==> src/rtl/ram_arbiter_if.sv <==
// Bundle of both requester handshakes and the RAM port shared by ram_arbiter.
// slave: arbiter side; master: the requesters plus the RAM instance.
interface ram_arbiter_if #(
  parameter int unsigned AW = 9,
  parameter int unsigned DW = 12
) ();
  logic          a_req;
  logic          a_rw;
  logic [AW-1:0] a_addr;
  logic [DW-1:0] a_wdata;
  logic          a_ack;
  logic [DW-1:0] a_rdata;

  logic          b_req;
  logic          b_rw;
  logic [AW-1:0] b_addr;
  logic [DW-1:0] b_wdata;
  logic          b_ack;
  logic [DW-1:0] b_rdata;

  logic          mem_cs;
  logic          mem_rw;
  logic [AW-1:0] mem_addr;
  logic [DW-1:0] mem_wdata;
  logic [DW-1:0] mem_rdata;

  logic          busy;
  logic          owner;

  modport slave (
    input  a_req, a_rw, a_addr, a_wdata,
    input  b_req, b_rw, b_addr, b_wdata,
    input  mem_rdata,
    output a_ack, a_rdata, b_ack, b_rdata,
    output mem_cs, mem_rw, mem_addr, mem_wdata,
    output busy, owner
  );

  modport master (
    output a_req, a_rw, a_addr, a_wdata,
    output b_req, b_rw, b_addr, b_wdata,
    output mem_rdata,
    input  a_ack, a_rdata, b_ack, b_rdata,
    input  mem_cs, mem_rw, mem_addr, mem_wdata,
    input  busy, owner
  );
endinterface

==> src/rtl/ram_arbiter.sv <==
// Round-robin arbiter sharing one single-port synchronous RAM between two
// four-phase req/ack requesters (A = CPU, B = loader). All outputs registered.
module ram_arbiter #(
  parameter int unsigned AW = 9,
  parameter int unsigned DW = 12
) (
  input logic           clk,
  input logic           rstn,
  ram_arbiter_if.slave  bus
);

  localparam logic [1:0] StIdle    = 2'd0;
  localparam logic [1:0] StIssue   = 2'd1;
  localparam logic [1:0] StCapture = 2'd2;
  localparam logic [1:0] StDone    = 2'd3;

  logic [1:0]    state_q, state_d;
  logic          last_q, last_d;
  logic          owner_q, owner_d;
  logic          cmd_rw_q, cmd_rw_d;
  logic          mem_cs_q, mem_cs_d;
  logic          mem_rw_q, mem_rw_d;
  logic [AW-1:0] mem_addr_q, mem_addr_d;
  logic [DW-1:0] mem_wdata_q, mem_wdata_d;
  logic          a_ack_q, a_ack_d;
  logic          b_ack_q, b_ack_d;
  logic [DW-1:0] a_rdata_q, a_rdata_d;
  logic [DW-1:0] b_rdata_q, b_rdata_d;
  logic          busy_q, busy_d;

  logic grant_any;
  logic grant_b;
  logic owner_req;

  // On a tie the port that was not served last wins (last_q: 0 = A, 1 = B).
  assign grant_any = bus.a_req | bus.b_req;
  assign grant_b   = bus.b_req & (~bus.a_req | ~last_q);
  assign owner_req = owner_q ? bus.b_req : bus.a_req;

  always_comb begin
    state_d     = state_q;
    last_d      = last_q;
    owner_d     = owner_q;
    cmd_rw_d    = cmd_rw_q;
    mem_cs_d    = 1'b0;
    mem_rw_d    = 1'b1;
    mem_addr_d  = mem_addr_q;
    mem_wdata_d = mem_wdata_q;
    a_ack_d     = a_ack_q;
    b_ack_d     = b_ack_q;
    a_rdata_d   = a_rdata_q;
    b_rdata_d   = b_rdata_q;

    case (state_q)
      StIdle: begin
        if (grant_any) begin
          owner_d     = grant_b;
          cmd_rw_d    = grant_b ? bus.b_rw : bus.a_rw;
          mem_cs_d    = 1'b1;
          mem_rw_d    = grant_b ? bus.b_rw : bus.a_rw;
          mem_addr_d  = grant_b ? bus.b_addr : bus.a_addr;
          mem_wdata_d = grant_b ? bus.b_wdata : bus.a_wdata;
          state_d     = StIssue;
        end
      end
      StIssue: begin
        state_d = StCapture;
      end
      StCapture: begin
        // RAM output is registered, so read data is valid during this state.
        if (cmd_rw_q) begin
          if (owner_q) b_rdata_d = bus.mem_rdata;
          else         a_rdata_d = bus.mem_rdata;
        end
        if (owner_q) b_ack_d = 1'b1;
        else         a_ack_d = 1'b1;
        state_d = StDone;
      end
      StDone: begin
        if (!owner_req) begin
          a_ack_d = 1'b0;
          b_ack_d = 1'b0;
          last_d  = owner_q;
          state_d = StIdle;
        end
      end
      default: begin
        state_d = StIdle;
      end
    endcase

    busy_d = (state_d != StIdle);
  end

  always_ff @(posedge clk or negedge rstn) begin
    if (!rstn) begin
      state_q     <= StIdle;
      last_q      <= 1'b1;
      owner_q     <= 1'b0;
      cmd_rw_q    <= 1'b1;
      mem_cs_q    <= 1'b0;
      mem_rw_q    <= 1'b1;
      mem_addr_q  <= '0;
      mem_wdata_q <= '0;
      a_ack_q     <= 1'b0;
      b_ack_q     <= 1'b0;
      a_rdata_q   <= '0;
      b_rdata_q   <= '0;
      busy_q      <= 1'b0;
    end else begin
      state_q     <= state_d;
      last_q      <= last_d;
      owner_q     <= owner_d;
      cmd_rw_q    <= cmd_rw_d;
      mem_cs_q    <= mem_cs_d;
      mem_rw_q    <= mem_rw_d;
      mem_addr_q  <= mem_addr_d;
      mem_wdata_q <= mem_wdata_d;
      a_ack_q     <= a_ack_d;
      b_ack_q     <= b_ack_d;
      a_rdata_q   <= a_rdata_d;
      b_rdata_q   <= b_rdata_d;
      busy_q      <= busy_d;
    end
  end

  assign bus.mem_cs    = mem_cs_q;
  assign bus.mem_rw    = mem_rw_q;
  assign bus.mem_addr  = mem_addr_q;
  assign bus.mem_wdata = mem_wdata_q;
  assign bus.a_ack     = a_ack_q;
  assign bus.b_ack     = b_ack_q;
  assign bus.a_rdata   = a_rdata_q;
  assign bus.b_rdata   = b_rdata_q;
  assign bus.busy      = busy_q;
  assign bus.owner     = owner_q;

endmodule

==> src/flat_wrapper.sv <==
// flat-port wrapper written by rule: the top's interface ports become plain ports
module ram_arbiter_flat 
#(
  parameter int unsigned AW = 9,
  parameter int unsigned DW = 12
)
  (clk, rstn, bus_a_req, bus_a_rw, bus_a_addr, bus_a_wdata, bus_b_req, bus_b_rw, bus_b_addr, bus_b_wdata, bus_mem_rdata, bus_a_ack, bus_a_rdata, bus_b_ack, bus_b_rdata, bus_mem_cs, bus_mem_rw, bus_mem_addr, bus_mem_wdata, bus_busy, bus_owner);
  ram_arbiter_if #(.AW(AW), .DW(DW)) bus_i ();
  input logic clk;
  input logic rstn;
  input wire logic [$bits(bus_i.a_req)-1:0] bus_a_req;
  input wire logic [$bits(bus_i.a_rw)-1:0] bus_a_rw;
  input wire logic [$bits(bus_i.a_addr)-1:0] bus_a_addr;
  input wire logic [$bits(bus_i.a_wdata)-1:0] bus_a_wdata;
  input wire logic [$bits(bus_i.b_req)-1:0] bus_b_req;
  input wire logic [$bits(bus_i.b_rw)-1:0] bus_b_rw;
  input wire logic [$bits(bus_i.b_addr)-1:0] bus_b_addr;
  input wire logic [$bits(bus_i.b_wdata)-1:0] bus_b_wdata;
  input wire logic [$bits(bus_i.mem_rdata)-1:0] bus_mem_rdata;
  output wire logic [$bits(bus_i.a_ack)-1:0] bus_a_ack;
  output wire logic [$bits(bus_i.a_rdata)-1:0] bus_a_rdata;
  output wire logic [$bits(bus_i.b_ack)-1:0] bus_b_ack;
  output wire logic [$bits(bus_i.b_rdata)-1:0] bus_b_rdata;
  output wire logic [$bits(bus_i.mem_cs)-1:0] bus_mem_cs;
  output wire logic [$bits(bus_i.mem_rw)-1:0] bus_mem_rw;
  output wire logic [$bits(bus_i.mem_addr)-1:0] bus_mem_addr;
  output wire logic [$bits(bus_i.mem_wdata)-1:0] bus_mem_wdata;
  output wire logic [$bits(bus_i.busy)-1:0] bus_busy;
  output wire logic [$bits(bus_i.owner)-1:0] bus_owner;
  assign bus_i.a_req = bus_a_req;
  assign bus_i.a_rw = bus_a_rw;
  assign bus_i.a_addr = bus_a_addr;
  assign bus_i.a_wdata = bus_a_wdata;
  assign bus_i.b_req = bus_b_req;
  assign bus_i.b_rw = bus_b_rw;
  assign bus_i.b_addr = bus_b_addr;
  assign bus_i.b_wdata = bus_b_wdata;
  assign bus_i.mem_rdata = bus_mem_rdata;
  assign bus_a_ack = bus_i.a_ack;
  assign bus_a_rdata = bus_i.a_rdata;
  assign bus_b_ack = bus_i.b_ack;
  assign bus_b_rdata = bus_i.b_rdata;
  assign bus_mem_cs = bus_i.mem_cs;
  assign bus_mem_rw = bus_i.mem_rw;
  assign bus_mem_addr = bus_i.mem_addr;
  assign bus_mem_wdata = bus_i.mem_wdata;
  assign bus_busy = bus_i.busy;
  assign bus_owner = bus_i.owner;
  ram_arbiter #(.AW(AW), .DW(DW)) u_core (.clk(clk), .rstn(rstn), .bus(bus_i));
endmodule
==> config.mk <==
export PLATFORM = sky130hd
export DESIGN_NAME = ram_arbiter_flat
export DESIGN_NICKNAME = d
export VERILOG_FILES = /design/src/rtl/ram_arbiter_if.sv /design/src/rtl/ram_arbiter.sv /design/src/flat_wrapper.sv
export SDC_FILE = /design/constraint.sdc
export NUM_CORES = 1
export LEC_CHECK = 0
export ABC_AREA = 1
export CORE_MARGIN = 2
export CORE_UTILIZATION = 41
export DETAILED_ROUTE_END_ITERATION = 6
export PLACE_DENSITY = 0.78
export SYNTH_ARGS = -nofsm -noshare
export SYNTH_HDL_FRONTEND = slang
export SYNTH_SLANG_ARGS = --single-unit
==> constraint.sdc <==
create_clock -name clk -period 1.7 [get_ports clk]
set_clock_uncertainty 0.1 [all_clocks]
set_input_delay 0.425 -clock clk [delete_from_list [all_inputs] [get_ports clk]]
set_output_delay 0.425 -clock clk [all_outputs]
set_load 0.02 [all_outputs]
==> results_dict.tcl, run 1 <==
set metrics [dict create \
    syn_nets 375 \
    drive_gt1_share_pct 9.89 \
    hold_start "u_core.bus.a_rdata[2]" \
    ys_seq_area_share_pct 52.6 \
    cts_tree "done" \
    max_stage_delay_ns 0.53 \
    path_clk_slew_ns 0.10 \
    min_path_cells 2 \
    arrival_ns 1.10 \
    fin_area_sq_mm 0.00392 \
    placement.io_buffers 110 \
    dpl_worst_slack_ns -0.0489 \
    synth_seq_cells 55 \
    h-tree-depth 2 \
    clk_path_buf_depth 2 \
    grt_pass1_wl_um 11500 \
    end_kind "primary output" \
    drt-total-wl_um 6800 \
    coreArea_sq_mm 0.00628 \
    setup_violations 0 \
    vdd_drop_max_v 0.000860 \
    min-delay-path-class "flop to flop" \
    rows 29 \
    drtAntennaViolNets 0 \
    post-cts-setup-buffers 0 \
    grt_pass1_vias 2447 \
    timing.final.crit_share_pct 95.6 \
    gp_congestion 0.797 \
    rsz0062_at_grt "no" \
    area_growth_pct 49.4 \
    startpoint_type "flop" \
    grt_start_max_net_pins 25 \
    wl_per_cell_um 13.3 \
    grtUsageTotal_pct 20.1 \
    dr_total_vias 2495 \
    critPathKind "flop to primary output" \
    final_common_cell "nand2_1" \
    p_int_mw 3.52 \
    avgSynthCellArea_sq_um 8.33 \
    die-area_sq_mm 0.00706 \
    period_minus_slack_ns 1.62 \
    finalHoldViolCount 0 \
    p_sw_share_pct 43.9 \
    antenna_found_initial 0 \
    crit_path_max_fanout 1 \
    synthCells 315 \
    power_mw 6.27 \
    crit_cells 1 \
    die_h_um 84.0 \
    crit_slowest_cell "dfstp_2" \
    fmax_ghz 0.615 \
    clock_sinks 55 \
    pwr_density_cell_mw_per_mm2 1600 \
    leakagePower_nw 2.06 \
    viasPerCell 4.87 \
    holdPathEnd "u_core.bus.a_rdata[2]" \
    dpl.hpwl_um 5190 \
    placed_area_sq_mm 0.00388 \
    switching_power_mw 2.76 \
    reg2regPathDepth 6 \
    status "finished, final reports clean" \
    fin_tns_setup_ns 0 \
    pwr-share-seq_pct 37.7 \
    clk_latency_ns 0.31 \
    final_cell_mix "nand2_1, clkdlybuf4s50_1, dfrtp_1, dlygate4sd2_1, nand3_1" \
    diodes 0 \
    die_x_um 84.0 \
    crit_family "flip-flops" \
    pwr-share-comb_pct 50.3 \
    io_pins 111 \
    overflow 0 \
    synth.cell_area_sq_mm 0.00263 \
    cap_violations 0 \
    drt_iter0_drc 110 \
    p_clk_share_pct 12.0 \
    dr.pass1.iters 4 \
    slew_headroom_pct 70.1 \
    synth_cell_type_count 20 \
    worst_slack_ns 0.0752 \
    r2r_start "u_core.last_q" \
    numCtsBuffers 5 \
    drc_errors 0 \
    initial_utilization_pct 41.8 \
    slew_violations 0 \
    r2r_end "u_core.bus.mem_addr[6]" \
    crit_buf_inv 1 \
    regToRegSetupSlack_ns 0.39 \
    nets 494 \
    cts-root-buf "clkbuf_8" \
    synth_warnings 0 \
    tightestPinTransition_ns 0.448 \
    whs_ns 0.373 \
    cp.required_ns 1.17 \
    crit_chain "clkdlybuf4s15_2" \
]
-- cell families after synthesis --
family	synth area share, %
flops	52.6
buf+inv	9.53
compound gates	0.524
simple gates	37.4
-- flip-flops by register name (all words and copies together) (netlist names) --
signal / cells
u_core.bus.a_ack: 1
u_core.bus.a_rdata: 12
u_core.bus.b_ack: 1
u_core.bus.b_rdata: 12
u_core.bus.busy: 1
u_core.bus.mem_addr: 9
u_core.bus.mem_cs: 1
u_core.bus.mem_rw: 1
u_core.bus.mem_wdata: 12
u_core.bus.owner: 1
u_core.cmd_rw_q: 1
u_core.last_q: 1
u_core.state_q: 2
-- synth_stat cells --
master      n  area share, %
nor2_4      3            1.3
nand4_1     1           0.24
nand3_1    49            9.3
nand2_4     1           0.43
o21ai_2     1           0.33
nand3b_1   21            6.0
buf_4       4            1.1
nor2_1      1           0.14
buf_6       6            2.6
dfstp_2     3            3.0
clkbuf_8    1           0.52
nand2_2     4           0.95
o21ai_0     1           0.19
inv_1      27            3.9
nor2_2      1           0.24
inv_2       1           0.14
dfrtp_1    52             50
clkbuf_1    1           0.14
nand2_1   131             19
buf_2       6            1.1
-- routing by layer --
metal  up-vias  routed length, um  GRT usage (%)
met5         -                  0              0
met3         9                582           7.12
li1       1219                  -              -
met2       112               3230           34.3
met1      1155               2920           24.7
met4         0                 74           4.11
-- worst max path at each step --
| stage | from | end |
|---|---|---|
| floorplan | u_core.bus.owner | u_core.bus.b_rdata[0] |
| global placement | bus_b_req | u_core.bus.mem_wdata[2] |
| detailed placement | bus_a_req | u_core.bus.mem_addr[2] |
| CTS | u_core.bus.mem_rw | bus_mem_rw |
| global route | u_core.bus.mem_rw | bus_mem_rw |
| finish | u_core.bus.mem_rw | bus_mem_rw |
-- tightest hold or removal path: cells and delay by family (launching register included) --
family	cells	cell delay [ns]
and+or+nand+nor	2	0.09
DFF	1	0.35
-- cell type report --
class	instances	area (sq um)
Multi-Input combinational cell	214	995
Clock buffer	5	68.8
Timing Repair Buffer	130	1250
Tap cell	77	96.3
Clock inverter	3	27.5
Fill cell	553	2350
Inverter	28	105
Sequential cell	55	1380
-- what timing repair did --
item	in CTS	in global routing
setup endpoints to repair	51	0
hold buffers	1	0
endpoints found under the hold margin	12	0
gates resized for setup	53	0
-- power groups by stage --
stage	Sequential (mW)	Clock [mW]	Combinational, mW
final	2.36	0.753	3.16
after CTS	2.36	0.785	3.20
after global placement	2.39	0	3.52
after global routing	2.45	0.836	3.47
after detailed placement	2.40	0	3.61
after floorplan	3.05	0	1.21
-- per-stage QoR --
stage / std cells / utilization (%)
6_report: 512 / 62.5
5_1_grt: 512 / 62.5
4_1_cts: 512 / 62.5
3_5_place_dp: 503 / 61.8
3_3_place_gp: 503 / 61.8
2_1_floorplan: 315 / -
No activity file was read; power rests on OpenSTA's default activity.
==> inputs of run 2 (changes only) <==
Clock period 1.7 ns to 1.85 ns, I/O delays scaled along.
==> results_dict.tcl, run 2 (synthesis gave the netlist of run 1 again) <==
set metrics [dict create \
    multi_input_area_sq_um 995 \
    min-delay-path-class "flop to flop" \
    diodes 0 \
    io_pins 111 \
    dr_total_vias 2493 \
    drc_errors 0 \
    timing.final.crit_share_pct 99.0 \
    antenna_found_initial 0 \
    final_common_cell "nand2_1" \
    regToRegSetupSlack_ns 0.48 \
    vdd_drop_max_v 0.000830 \
    drt_iter0_drc 104 \
    overflow 0 \
    dpl.hpwl_um 4940 \
    cp.required_ns 1.29 \
    cts-root-buf "clkbuf_8" \
    drtAntennaViolNets 0 \
    crit_chain "clkdlybuf4s50_1" \
    fill_cells 555 \
    slew_headroom_pct 79.0 \
    crit_slowest_cell "clkdlybuf4s50_1" \
    area_growth_pct 50.1 \
    min_path_cells 2 \
    numCtsBuffers 5 \
    h-tree-depth 2 \
    die_x_um 84.0 \
    rsz0062_at_grt "no" \
    slew_violations 0 \
    drive_gt1_share_pct 9.24 \
    wl_per_cell_um 13.1 \
    coreArea_sq_mm 0.00628 \
    startpoint_type "flop" \
    r2r_start "u_core.cmd_rw_q" \
    clk_path_buf_depth 2 \
    arrival_ns 1.27 \
    cts_tree "done" \
    hold_start "u_core.bus.b_ack" \
    crit_buf_inv 1 \
    drt-total-wl_um 6680 \
    placed_area_sq_mm 0.00384 \
    whs_ns 0.372 \
    grt_start_max_net_pins 53 \
    pwr_density_cell_mw_per_mm2 1510 \
    gp_congestion 0.756 \
    max_stage_delay_ns 0.61 \
    fin_area_sq_mm 0.00394 \
    die-area_sq_mm 0.00706 \
    nets 492 \
    clock_sinks 55 \
    grtUsageTotal_pct 19.8 \
    viasPerCell 4.89 \
    rows 29 \
    status "finished, final reports clean" \
    die_h_um 84.0 \
    reg2regPathDepth 3 \
    crit_path_max_fanout 2 \
    placement.io_buffers 110 \
    holdPathEnd "u_core.bus.b_ack" \
    final_cell_mix "nand2_1, clkdlybuf4s50_1, dfrtp_1, nand3_1, dlygate4sd2_1" \
    crit_family "buffers and inverters" \
    initial_utilization_pct 41.8 \
    end_kind "primary output" \
    setup_violations 0 \
    finalHoldViolCount 0 \
    clk_latency_ns 0.31 \
    crit_cells 1 \
    r2r_end "u_core.bus.a_rdata[3]" \
    tightestPinTransition_ns 0.315 \
    fmax_ghz 0.546 \
    critPathKind "flop to primary output" \
    grt_pass1_wl_um 11300 \
    cap_violations 0 \
    seq_area_sq_mm 0.00138 \
    dr.pass1.iters 5 \
    path_clk_slew_ns 0.09 \
    leakagePower_nw 2.14 \
    grt_pass1_vias 2402 \
    period_minus_slack_ns 1.83 \
]
-- run 2: how the worst max path moves through the flow --
stage,from,to,slack (ns)
after floorplan,bus_b_req,u_core.state_q[0],0.54
after global placement,bus_b_req,u_core.bus.mem_addr[7],0.04
after detailed placement,bus_b_req,u_core.bus.mem_addr[5],-0.009
after CTS,u_core.bus.a_rdata[7],bus_a_rdata[7],0.0005
after global routing,u_core.bus.a_rdata[3],bus_a_rdata[3],0.001
final,u_core.bus.a_rdata[3],bus_a_rdata[3],0.02
-- run 2: what timing repair did --
action,4_1_cts,5_1_grt
hold buffers,1,0
pin swaps,0,0
setup endpoints to repair,40,10
resized for setup,40,10
buffers inserted,0,0
hold endpoints to repair,3,0
-- run 2: cell type report --
class,instances,area share [%]
Sequential cell,55,35.0
Tap cell,77,2.45
Clock inverter,2,0.889
Timing Repair Buffer,128,31.6
Inverter,28,2.67
Clock buffer,6,2.10
Multi-Input combinational cell,214,25.2
-- run 2: per-stage QoR --
stage                     total power [mW]  utilization [%]  setup TNS (ns)  instances  setup WS, ns
final                                 5.93             62.8               0        510        0.0180
after global routing                  6.36             62.8               0        510       0.00113
after CTS                             6.01             62.4               0        510      0.000485
after detailed placement              5.48             61.1        -0.00927        501      -0.00927
after global placement                5.40             61.1               0        501        0.0402
after floorplan                       3.91                -               0        315         0.537
-- run 2: power breakdown --
part	total (mW)	switching [mW]	internal, mW
combinational	2.93	1.74	1.19
clock	0.832	0.394	0.439
sequential	2.17	0.368	1.81
total	5.93	2.50	3.43
-- run 2: layer usage --
metal	track usage [%]	wire length, um	vias up
li1	-	-	1211
met1	26.5	2890	1160
met2	32.1	3150	114
met3	5.14	583	8
met4	5.28	60	0
met5	0	0	-
==> inputs of run 3 (changes only) <==
Settings changed: SLEW_MARGIN from default to 20, TNS_END_PERCENT from default to 30.
==> results of run 3 <==
The final DEF is identical to that of run 2; final timing and power are the same.
